### config.mk
export PLATFORM = sky130hd
export DESIGN_NAME = compare_match_unit
export DESIGN_NICKNAME = d
export VERILOG_FILES = /design/src/rtl/compare_pkg.sv /design/src/rtl/compare_match_unit.sv
export SDC_FILE = /design/constraint.sdc
export NUM_CORES = 1
export LEC_CHECK = 0
export ABC_AREA = 1
export CAP_MARGIN = 20
export CORE_MARGIN = 2
export CORE_UTILIZATION = 48
export CTS_CLUSTER_SIZE = 28
export DETAILED_ROUTE_END_ITERATION = 16
export GPL_ROUTABILITY_DRIVEN = 0
export PLACE_DENSITY = 0.78
export SLEW_MARGIN = 20
export SYNTH_ARGS = -nofsm -noshare
export SYNTH_HDL_FRONTEND = slang
export SYNTH_SLANG_ARGS = --single-unit
### constraint.sdc
create_clock -name clock -period 1.4 [get_ports clock]
set_input_delay 0.14 -clock clock [delete_from_list [all_inputs] [get_ports clock]]
set_output_delay 0.14 -clock clock [all_outputs]
set_load 0.01 [all_outputs]
### src/rtl/compare_pkg.sv
// Shared types for the compare/match unit.
//   match_state_t : FSM encoding (IDLE, ARMED, FIRED)
package compare_pkg;

    typedef enum logic [1:0] {
        IDLE  = 2'd0,
        ARMED = 2'd1,
        FIRED = 2'd2
    } match_state_t;

endpackage

### src/rtl/compare_match_unit.sv
// compare_match_unit
//   Compares the free-running counter value against a double-buffered compare
//   register. Produces a registered match pulse, a PWM level and a sticky
//   interrupt flag with overrun detection. New compare values enter through a
//   valid/ready handshake into a one-deep pending buffer and are promoted to the
//   active register only at the counter wrap (cnt == all ones).
// Ports
//   clock, reset            : rising-edge clock, async active-high reset
//   cnt                     : counter value (same clock domain)
//   cmp_valid/cmp_data/cmp_ready : compare value handshake
//   one_shot, arm, disarm   : FSM control
//   match_pulse             : one-cycle pulse, one cycle after a match
//   pwm_out                 : registered (cnt < active compare)
//   irq_flag, overrun       : sticky flags, cleared by irq_clear
module compare_match_unit
    import compare_pkg::*;
#(
    parameter int N = 8,
    parameter logic [N-1:0] CMP_RESET = '0
) (
    input  logic         clock,
    input  logic         reset,
    input  logic [N-1:0] cnt,
    input  logic         cmp_valid,
    input  logic [N-1:0] cmp_data,
    output logic         cmp_ready,
    input  logic         one_shot,
    input  logic         arm,
    input  logic         disarm,
    output logic         match_pulse,
    output logic         pwm_out,
    output logic         irq_flag,
    input  logic         irq_clear,
    output logic         overrun
);

    logic         r_pending;
    logic [N-1:0] r_pending_data;
    logic [N-1:0] r_active_cmp;
    match_state_t r_state;
    logic         r_match_pulse;
    logic         r_pwm;
    logic         r_irq;
    logic         r_overrun;

    logic w_boundary;
    logic w_xfer;
    logic w_match;

    assign w_boundary = (cnt == {N{1'b1}});
    assign w_xfer     = cmp_valid && !r_pending;
    // disarm suppresses a coincident match entirely
    assign w_match    = (r_state == ARMED) && (cnt == r_active_cmp) && !disarm;

    // Double buffer. A transfer in a boundary cycle can only happen when the
    // buffer was empty, so it lands in pending and waits a full period.
    always_ff @(posedge clock or posedge reset) begin
        if (reset) begin
            r_pending      <= 1'b0;
            r_pending_data <= '0;
            r_active_cmp   <= CMP_RESET;
        end else if (w_boundary && r_pending) begin
            r_active_cmp <= r_pending_data;
            r_pending    <= 1'b0;
        end else if (w_xfer) begin
            r_pending_data <= cmp_data;
            r_pending      <= 1'b1;
        end
    end

    always_ff @(posedge clock or posedge reset) begin
        if (reset) begin
            r_state <= IDLE;
        end else if (disarm) begin
            r_state <= IDLE;
        end else begin
            case (r_state)
                IDLE:    if (arm) r_state <= ARMED;
                ARMED:   if (w_match && one_shot) r_state <= FIRED;
                FIRED:   if (arm) r_state <= ARMED;
                default: r_state <= IDLE;
            endcase
        end
    end

    always_ff @(posedge clock or posedge reset) begin
        if (reset) begin
            r_pwm <= 1'b0;
        end else begin
            r_pwm <= (cnt < r_active_cmp);
        end
    end

    // A new match beats irq_clear: the flag stays set, overrun restarts at 0.
    always_ff @(posedge clock or posedge reset) begin
        if (reset) begin
            r_match_pulse <= 1'b0;
            r_irq         <= 1'b0;
            r_overrun     <= 1'b0;
        end else begin
            r_match_pulse <= w_match;
            if (w_match) begin
                r_irq     <= 1'b1;
                r_overrun <= irq_clear ? 1'b0 : (r_overrun | r_irq);
            end else if (irq_clear) begin
                r_irq     <= 1'b0;
                r_overrun <= 1'b0;
            end
        end
    end

    assign cmp_ready   = !r_pending;
    assign match_pulse = r_match_pulse;
    assign pwm_out     = r_pwm;
    assign irq_flag    = r_irq;
    assign overrun     = r_overrun;

endmodule

==> metrics.md <==
| Metric | Value |
|---|---|
| Outcome | finished, final reports clean |
| CTS tree | built |
| Commonest non-fill, non-tap cells in the layout | inv_1, nand2_1, clkdlybuf4s50_1 |
| Multiplexer share of the synthesized area | 0% |
| FF-to-FF setup slack | 0.11 ns |
| YS warnings | 0 |
| Placeable Area | about 2300 sq um |
| Final period util | 95.3% |
| Top cells by area, synth | dfrtp_1, inv_1, ha_1, nand2_1, o21ai_2 |
| Seq/Total Area, Yosys | 48.9% |
| Reg2reg start | r_active_cmp[7] |
| Commonest non-fill, non-tap cell in the layout | inv_1 |
| Max stage delay on crit path | ~0.53 ns |
| Post-layout worst setup margin | 0.0657 ns |
| Syn_nets | 162 |
| Clock Path Buffers | 2 |
| # port buffers | 27 |
| Full die area | around 2900 sq um |
| Via count | approximately 920 |
| Placed standard-cell area | 1470 sq um |
| Main combinational cell family by area after synthesis | simple AND/OR/NAND/NOR gates |
| GRT Overall Usage | 17.6% |
| Clock skew | around 0.0040 ns |
| Worst path top cell family by delay | buffers and inverters |
| Routed wl met2 | 1090 microns |
| Drt drc | 0 |
| Relative slew margins | 80.7% |
| Pwr per Cell Area | just over 900 nW/um^2 |
| Site row count | 17 |
| Max-Cap Viols | 0 |
| Stages on worst setup path | 1 |
| Total wire length | ~2100 microns |
| Post-layout min period | 1.33 ns |
| Final count of hold timing violations | 0 |
| Buf/Inv on CP | 1 |
| WS Path Type | flop to primary output |
| Final HPWL DP | 1670 microns |
| Final Slew Violations | 0 |
| Die Ht | 53.5 microns |
| Kind of end point of the critical path | primary output |
| Vias in the first global route | 882 |
| Cell variety after synth | 18 |
| ANT cells | 0 |
| Synth Area in Adders | ~8.5% |
| # Post-CTS Setup Buffers | 0 |
| Initial core utilization | between 50% and 60% |
| Global-route wire length before repair | roughly 3500 microns |
| Horiz. Die Dim | 53.5 microns |
| Worst-path fanout max | 2 |
| Sequence of cells on the critical path | clkdlybuf4s50_1 |
| Crit path required time | about 1.3 ns |
| Final net count | 194 |
| Mapped Area | 1180 sq um |
| Layout cells sized above 1 | 13.0% |
| Number of clock sinks | 23 |
| Syn_area_per_cell | 8.98 sq um |
| Pwr Total | 0.00138 W |
| CP Capture Point | overrun |
| Crit path from | overrun |
| Later-pin clock latency in the skew report | 0.30 ns |
| Synth-to-Final Area Change | 28.3% |
| Worst R2R Path Depth | 6 |
| Wire length per cell | 10.9 microns |
| Antenna Nets Post-Route | 0 |
| Antenna violations before repair | 0 |
| CP max stage cell | clkdlybuf4s50_1 |
| Clock transition at the registers of the reported paths | 0.12 ns |
| Finished Layout Cells | 190 |
| Tightest Pin Transition | 0.289 ns |
| Compound-gate portion of the synthesized area | 13.3% |
| Simple-gate share of the synthesized area | 18.4% |
| RR Endpoint | overrun |
| Num CTS Buffers | 3 |
| Post-Place Setup Slack | -0.160 ns |
| Lkg Pwr | 0.814 nW |
| IO Pins | 28 |
| Fmax | 749 MHz |
| Vias per inst | 4.82 |
| Fin area | 1510 sq um |
| Initial DRC count | 11 |
| Synth Instances | 131 |
| Yosys top cell area share | 48.9% |
| Data arrival, critical path | 1.19 ns |
| Root buffer cell | clkbuf_4 |
| Total gr overflow | 0 |
| Detail Route met3 WL | 117 microns |
| Highest signal layer in the routed design | met4 |
| Final Setup Violations | 0 |
| Worst min path class | input port to asynchronous set/reset pin |
| Number of H-tree levels | 1 |
| Synth Register Bits | 23 |
| Placed cells | 186 |
| CTS Hold Bufs | 0 |
| Synth Area in XOR/XNOR | 0% |
| Post-Route M1 WL | between 800 and 900 microns |
| Yosys top cell by area | dfrtp_1 |
| Largest net degree at the start of global routing | 24 |
| Startpoint Class | flop |
| Max IR drop VDD | 0.641 mV |
| Drt pass-1 iters | 4 |
[worst min path at each step]
stage,from,slack (ns),depth (start not counted),to
after floorplan,reset,0.14,1,irq_flag
after global placement,r_active_cmp[3],0.47,2,r_active_cmp[3]
after detailed placement,r_active_cmp[3],0.48,2,r_active_cmp[3]
after CTS,reset,0.16,3,r_state[0]
after global routing,reset,0.15,3,pwm_out
final,reset,0.16,3,r_state[0]
[metrics by stage]
stage,hold WS (ns),setup TNS [ns],util (%)
final,0.161,0,66.9
after global routing,0.150,-0.0000996,66.9
after CTS,0.155,0,66.5
after detailed placement,0.478,-0.895,65.4
after global placement,0.468,-0.509,65.4
after floorplan,0.142,0,-
[Yosys cell counts]
library cell,number
o21ai_0,1
nand2_1,24
inv_1,27
nand4_1,2
nand2_2,1
o21ai_2,9
a21oi_1,12
inv_2,1
ha_1,8
buf_6,2
nand2_4,1
nand3b_4,1
nor2_1,12
o21bai_1,1
nand3_1,4
nor2_4,1
o21ai_1,1
dfrtp_1,23
[final cells by class]
cell class	instances	area (sq um)
Clock buffer	4	26.3
Fill cell	193	746
Inverter	28	105
Multi-Input combinational cell	78	478
Sequential cell	23	576
Tap cell	28	35.0
Timing Repair Buffer	29	289
[state kept, by name, indices dropped and copies added (netlist names)]
| register | count |
|---|---|
| irq_flag | 1 |
| r_state | 2 |
| pwm_out | 1 |
| overrun | 1 |
| match_pulse | 1 |
| r_pending_data | 8 |
| r_active_cmp | 8 |
| r_pending | 1 |
[cells by family (layout without fill, tap and decap cells)]
family / after synthesis / in the layout
AOI/OAI and AO/OA: 24 / 24
adders and majority gates: 8 / 8
DFF: 23 / 23
and+or+nand+nor: 46 / 46
buffers and inverters: 30 / 61
[what timing repair did]
action | CTS | global route
pin swaps | 0 | 0
gates resized for setup | 1 | 4
cloned | 0 | 0
setup endpoints to repair | 1 | 4
[where the power goes]
part / internal [W] / switching (W) / total [W]
logic: 0.000154 / 0.000166 / 0.000321
clock network: 0.000111 / 0.000184 / 0.000295
registers: 0.000739 / 0.0000275 / 0.000766
[metal layers]
layer	vias up	track usage, %
li1	475	-
met1	413	18.5
met2	21	32.7
met3	6	3.95
met4	0	8.55
met5	-	0
(Power assumes the default switching activity.)
==> edit 1, RTL diff (same flow settings) <==
Register the output `irq_flag` once more, with the module's reset; this adds one clock of latency there. The other outputs are not delayed to match.
--- a/src/rtl/compare_match_unit.sv
+++ b/src/rtl/compare_match_unit.sv
@@ -114,3 +114,9 @@
     assign pwm_out     = r_pwm;
-    assign irq_flag    = r_irq;
+    always_ff @(posedge clock or posedge reset) begin
+        if (reset) begin
+            irq_flag <= '0;
+        end else begin
+            irq_flag <= r_irq;
+        end
+    end
     assign overrun     = r_overrun;
Behaviour: not the same (a bounded check fails within 4 cycles, from zero or initial values and one cycle with reset high).
==> edit 1 against the unedited design <==
- power is 11% higher
- cell area is 6.8% higher
- synthesized cell count is 0.76% higher
- first-iteration DRC count is 45% higher
- sequential cell count is 1 higher
- wire length is 16% higher
- clock power is 21% higher
- clock skew is 0.0024 ns lower
- setup slack better by 0.00071 ns
- final cell count is 2.6% higher
- highest routed layer unchanged
- area after synthesis is 2.1% higher
==> edit 1: results (changes against the unedited design) <==
[finish]
num-nets-final = 197  ; +1.5%
fillers = 196  ; +1.6%
top_regs = r_active_cmp (8), r_pending_data (8), r_state (2)
n_antenna_cell = 0  ; unchanged
layout-drive-gt1-share_pct = 18.8  ; +5.8 points

[placement]
port_buffers = 27  ; unchanged
place_inst = 188  ; +1.1%
place_hpwl_um = 1830  ; +9.3%
placedInstanceArea_um2 = 1490  ; +1.4%
dp_slack_ns = -0.235  ; -0.0751 ns

[logic_synthesis]
synth_nets = 163  ; +0.62%
synthTopCellsByArea = dfrtp_1 (50%), inv_1 (8.4%), ha_1 (8.3%)
avgSynthCellArea_um2 = 9.10  ; +1.4%
seq_area_frac_synth_pct = 50.0  ; +1.1 points
synth.distinct_cells = 18  ; unchanged
synth-main-ff-cell = dfrtp_1
synth_warnings = 0  ; unchanged
synthTopCellsByCount = inv_1 (27), dfrtp_1 (24), nand2_1 (24)
async_flop_share_pct = 100  ; unchanged

[outcome]
outcome = finished clean

[global_route]
antenna_found_initial = 0  ; unchanged
globalRouteTotalUtil_pct = 18.5  ; +0.82 points
grt_pass1_vias = 935  ; +6.0%
grt_start_max_net_pins = 25  ; +4.2%
grt_pass1_wl_um = 3750  ; +6.3%

[timing]
slew-limit-headroom_pct = 79.8  ; -0.91 points
whs_ns = 0.154  ; -0.00700 ns
fin_worst_skew_ns = 0.00164  ; -0.00236 ns
fmax_ghz = 0.750  ; about the same

[power_and_ir_drop]
p_leak_nw = 0.837  ; +2.8%
ir_worst_vdd_mv = 0.539  ; -16%

[worst_hold_path]
hold_class = in -> async

[setup_path]
worstSetupPathType = reg -> reg
rr_startpoint = r_active_cmp[5]
regToRegEndpoint = r_state[1]
reg2regPathDepth = 8  ; +2
cp_max_fo = 4  ; +2
reg2reg_slack_ns = 0.07  ; -0.04 ns

[cts]
clk_pin_slew_ns = 0.12  ; about the same
clockRootBuffer = clkbuf_4
cts_buffers = 3  ; unchanged
h-tree-depth = 1  ; unchanged
cts_buffer_depth = 2  ; unchanged
clock_latency_ns = 0.31

[route]
wl_per_cell_um = 12.4  ; +13%
drt_iter0_drc = 16  ; +5
firstDrtPassIters = 6  ; +2
wl_um = 2410  ; +16%
vias = 947  ; +3.5%

## edit 1: final cells by class
| type | count | area, µm² | area share, % |
|---|---|---|---|
| inverters | 28 | 105 | 6.52 |
| clock buffers | 4 | 36.3 | 2.25 |
| well taps | 30 | 37.5 | 2.33 |
| repair buffers | 31 | 302 | 18.7 |
| multi-input cells | 78 | 531 | 32.9 |
| flip-flops and latches | 24 | 601 | 37.3 |
## edit 1: worst min-delay path by stage
stage	end	depth (start not counted)
after global routing	r_irq	3
after floorplan	irq_flag	1
after detailed placement	irq_flag	0
after global placement	irq_flag	0
after CTS	pwm_out	3
final	r_pending_data[1]	3
## edit 1: through the flow
stage | total power [mW] | TNS, ns
after floorplan | 0.995 | 0
after global placement | 1.10 | -0.558
after detailed placement | 1.13 | -1.49
after CTS | 1.49 | 0
after global routing | 1.63 | -0.0293
final | 1.53 | 0
## edit 1: worst max-delay path: stages (launching register included)
cell	delay, ns
dfrtp_1	0.39
inv_1	0.08
ha_4	0.28
nand2_2	0.06
nor2_4	0.15
nand2_1	0.09
nor2_2	0.11
nand3_1	0.07
nand2_1	0.06
## edit 1: cells by family after synthesis
family / share of synthesized area [%]
AND/OR/NAND/NOR: 18.0
buffers and inverters: 10.6
AO/OA/AOI/OAI: 13.0
flip-flops: 50.0
adder cells (fa/ha/maj): 8.33
## edit 1: per-layer routing
layer,track usage [%],wire (µm),part of all wire (%)
met5,0,0,0
met4,11.7,57,2.4
met1,19.1,1040,43
met2,33.5,1240,51
met3,3.89,73,3.0
## edit 1: what timing repair did
item | 4_1_cts | 5_1_grt
hold endpoints to repair | 0 | 0
setup endpoints to repair | 3 | 5
resized for setup | 2 | 10
setup buffers | 0 | 3
pin swaps | 0 | 4
## edit 1: power breakdown
part / internal [mW] / switching, mW
Clock: 0.159 / 0.197
Combinational: 0.186 / 0.197
Sequential: 0.768 / 0.0279
==> edit 2, RTL diff (same settings) <==
Without the edit above. The parameter `N` goes from 8 to 9.
--- a/src/rtl/compare_match_unit.sv
+++ b/src/rtl/compare_match_unit.sv
@@ -17,3 +17,3 @@
 #(
-    parameter int N = 8,
+    parameter int N = 9,
     parameter logic [N-1:0] CMP_RESET = '0
Ports: changed (resized cmp_data and cnt); port bits go from 28 to 30. No check against the original RTL was run, so the function may have changed too.
==> edit 2 against the unedited design <==
- wire length is 14% higher
- setup slack worse by 0.0041 ns
- sequential power up 2%
- count of clock-buffer cells in the layout unchanged
- cell area increased by 16%
- sequential cell count up 2
- clock power rose by 4%
- utilization grew 3.1 points
- non-clock buffer count grew 12
- fmax fell by 0.31%
- area after synthesis rose by 7.9%
- power fell by 3.8%
==> edit 2: results (changes against the unedited design) <==
[cts]
clock_latency_ns = 0.31
clk_pin_slew_ns = 0.13
h-tree-depth = 1  ; unchanged

[logic_synthesis]
synthAdderAreaFrac_pct = 8.88  ; +0.37 points
synth.distinct_cells = 19  ; +1
seq_area_frac_synth_pct = 49.3  ; +0.37 points
synth-compound-area-share_pct = 6.51  ; -6.8 points
synthTopCellsByCount = nand2_1 (35), dfrtp_1 (25), inv_1 (25)
synthMuxAreaShare_pct = 6.21  ; +6.2 points
async_flop_share_pct = 100  ; unchanged
synthTopCellsByArea = dfrtp_1 (49%), nand2_1 (10%), ha_1 (8.9%)
synth_nets = 171  ; +5.6%
synthCells = 137  ; +4.6%

[global_route]
grt_start_max_net_pins = 26  ; +8.3%
grt_pass1_vias = 972  ; +10%
antenna_found_initial = 0  ; unchanged
grt_pass1_wl_um = 4030  ; +14%
globalRouteTotalUtil_pct = 16.2  ; -1.4 points

[setup_path]
rr_startpoint = r_active_cmp[8]
startpoint = irq_flag
cp_max_fo = 2  ; unchanged
critPathTopFamily = buffers and inverters

[placement]
dp_slack_ns = -0.250  ; -0.0898 ns
place_hpwl_um = 1870  ; +12%
port_buffers = 29  ; +7.4%
placedInstanceArea_um2 = 1640  ; +11%
place_inst = 203  ; +9.1%

[power_and_ir_drop]
p_leak_nw = 0.899  ; +10%
ir_worst_vdd_mv = 0.671  ; +4.7%

[route]
drt_iter0_drc = 11  ; unchanged
wl_um = 2380  ; +14%
vias = 1013  ; +11%
via_per_inst = 4.82  ; +0.17%

[finish]
n_antenna_cell = 0  ; unchanged
fillers = 187  ; -3.1%
top_regs = r_active_cmp (9), r_pending_data (9), r_state (2)
num-nets-final = 215  ; +11%
layout-drive-gt1-share_pct = 22.2  ; +9.3 points

[outcome]
outcome = finished clean

[timing]
slew-limit-headroom_pct = 79.0  ; -1.7 points
fin_worst_skew_ns = 0.0125  ; +0.00852 ns

## edit 2: final timing paths
check | endpoint | slack, ns | cells past startpoint
worst max-delay path | irq_flag | 0.06 | 1
worst min-delay path | r_active_cmp[3] | 0.18 | 3
worst max register to register | r_state[0] | 0.06 | 9
worst min register to register | r_active_cmp[3] | 0.50 | 2
max in group asynchronous | r_active_cmp[2] | 0.98 | 3
min in group clock | r_pending_data[6] | 0.39 | 3
## edit 2: power breakdown
part           internal (mW)  leakage (nW)  switching, mW
Clock                  0.111        0.0150          0.197
Combinational          0.135         0.558          0.102
Sequential             0.763         0.326         0.0205
## edit 2: metal layers
layer	wire [µm]	global-route usage (%)	vias up
met2	1180	29.3	22
met1	1110	20.2	470
met3	76	3.04	2
met5	0	0	-
li1	-	-	519
met4	15	3.14	0
## edit 2: final cells by class
type	count	area share [%]
inverter	25	5.36
multi-input combinational	85	33.6
sequential	25	35.7
clock buffer	4	1.50
tap	30	2.14
timing repair buffer	41	21.7
## edit 2: cells by family after synthesis
group,count (synthesis)
AOI/OAI and AO/OA,14
adders and majority gates,9
buffers and inverters,27
DFF,25
muxes,7
and+or+nand+nor,55
## edit 2: stage by stage
step	utilization, %	hold WS (ns)
4_1_cts	67.1	0.185
6_report	70.0	0.177
3_3_place_gp	65.7	0.461
3_5_place_dp	65.7	0.460
5_1_grt	70.0	0.205
2_1_floorplan	-	0.167
## edit 2: repair_timing
item | in CTS | in global routing
endpoints found under the setup margin | 3 | 5
gates resized for setup | 3 | 12
pin swaps | 0 | 3
cloned | 0 | 0
buffers inserted | 1 | 2
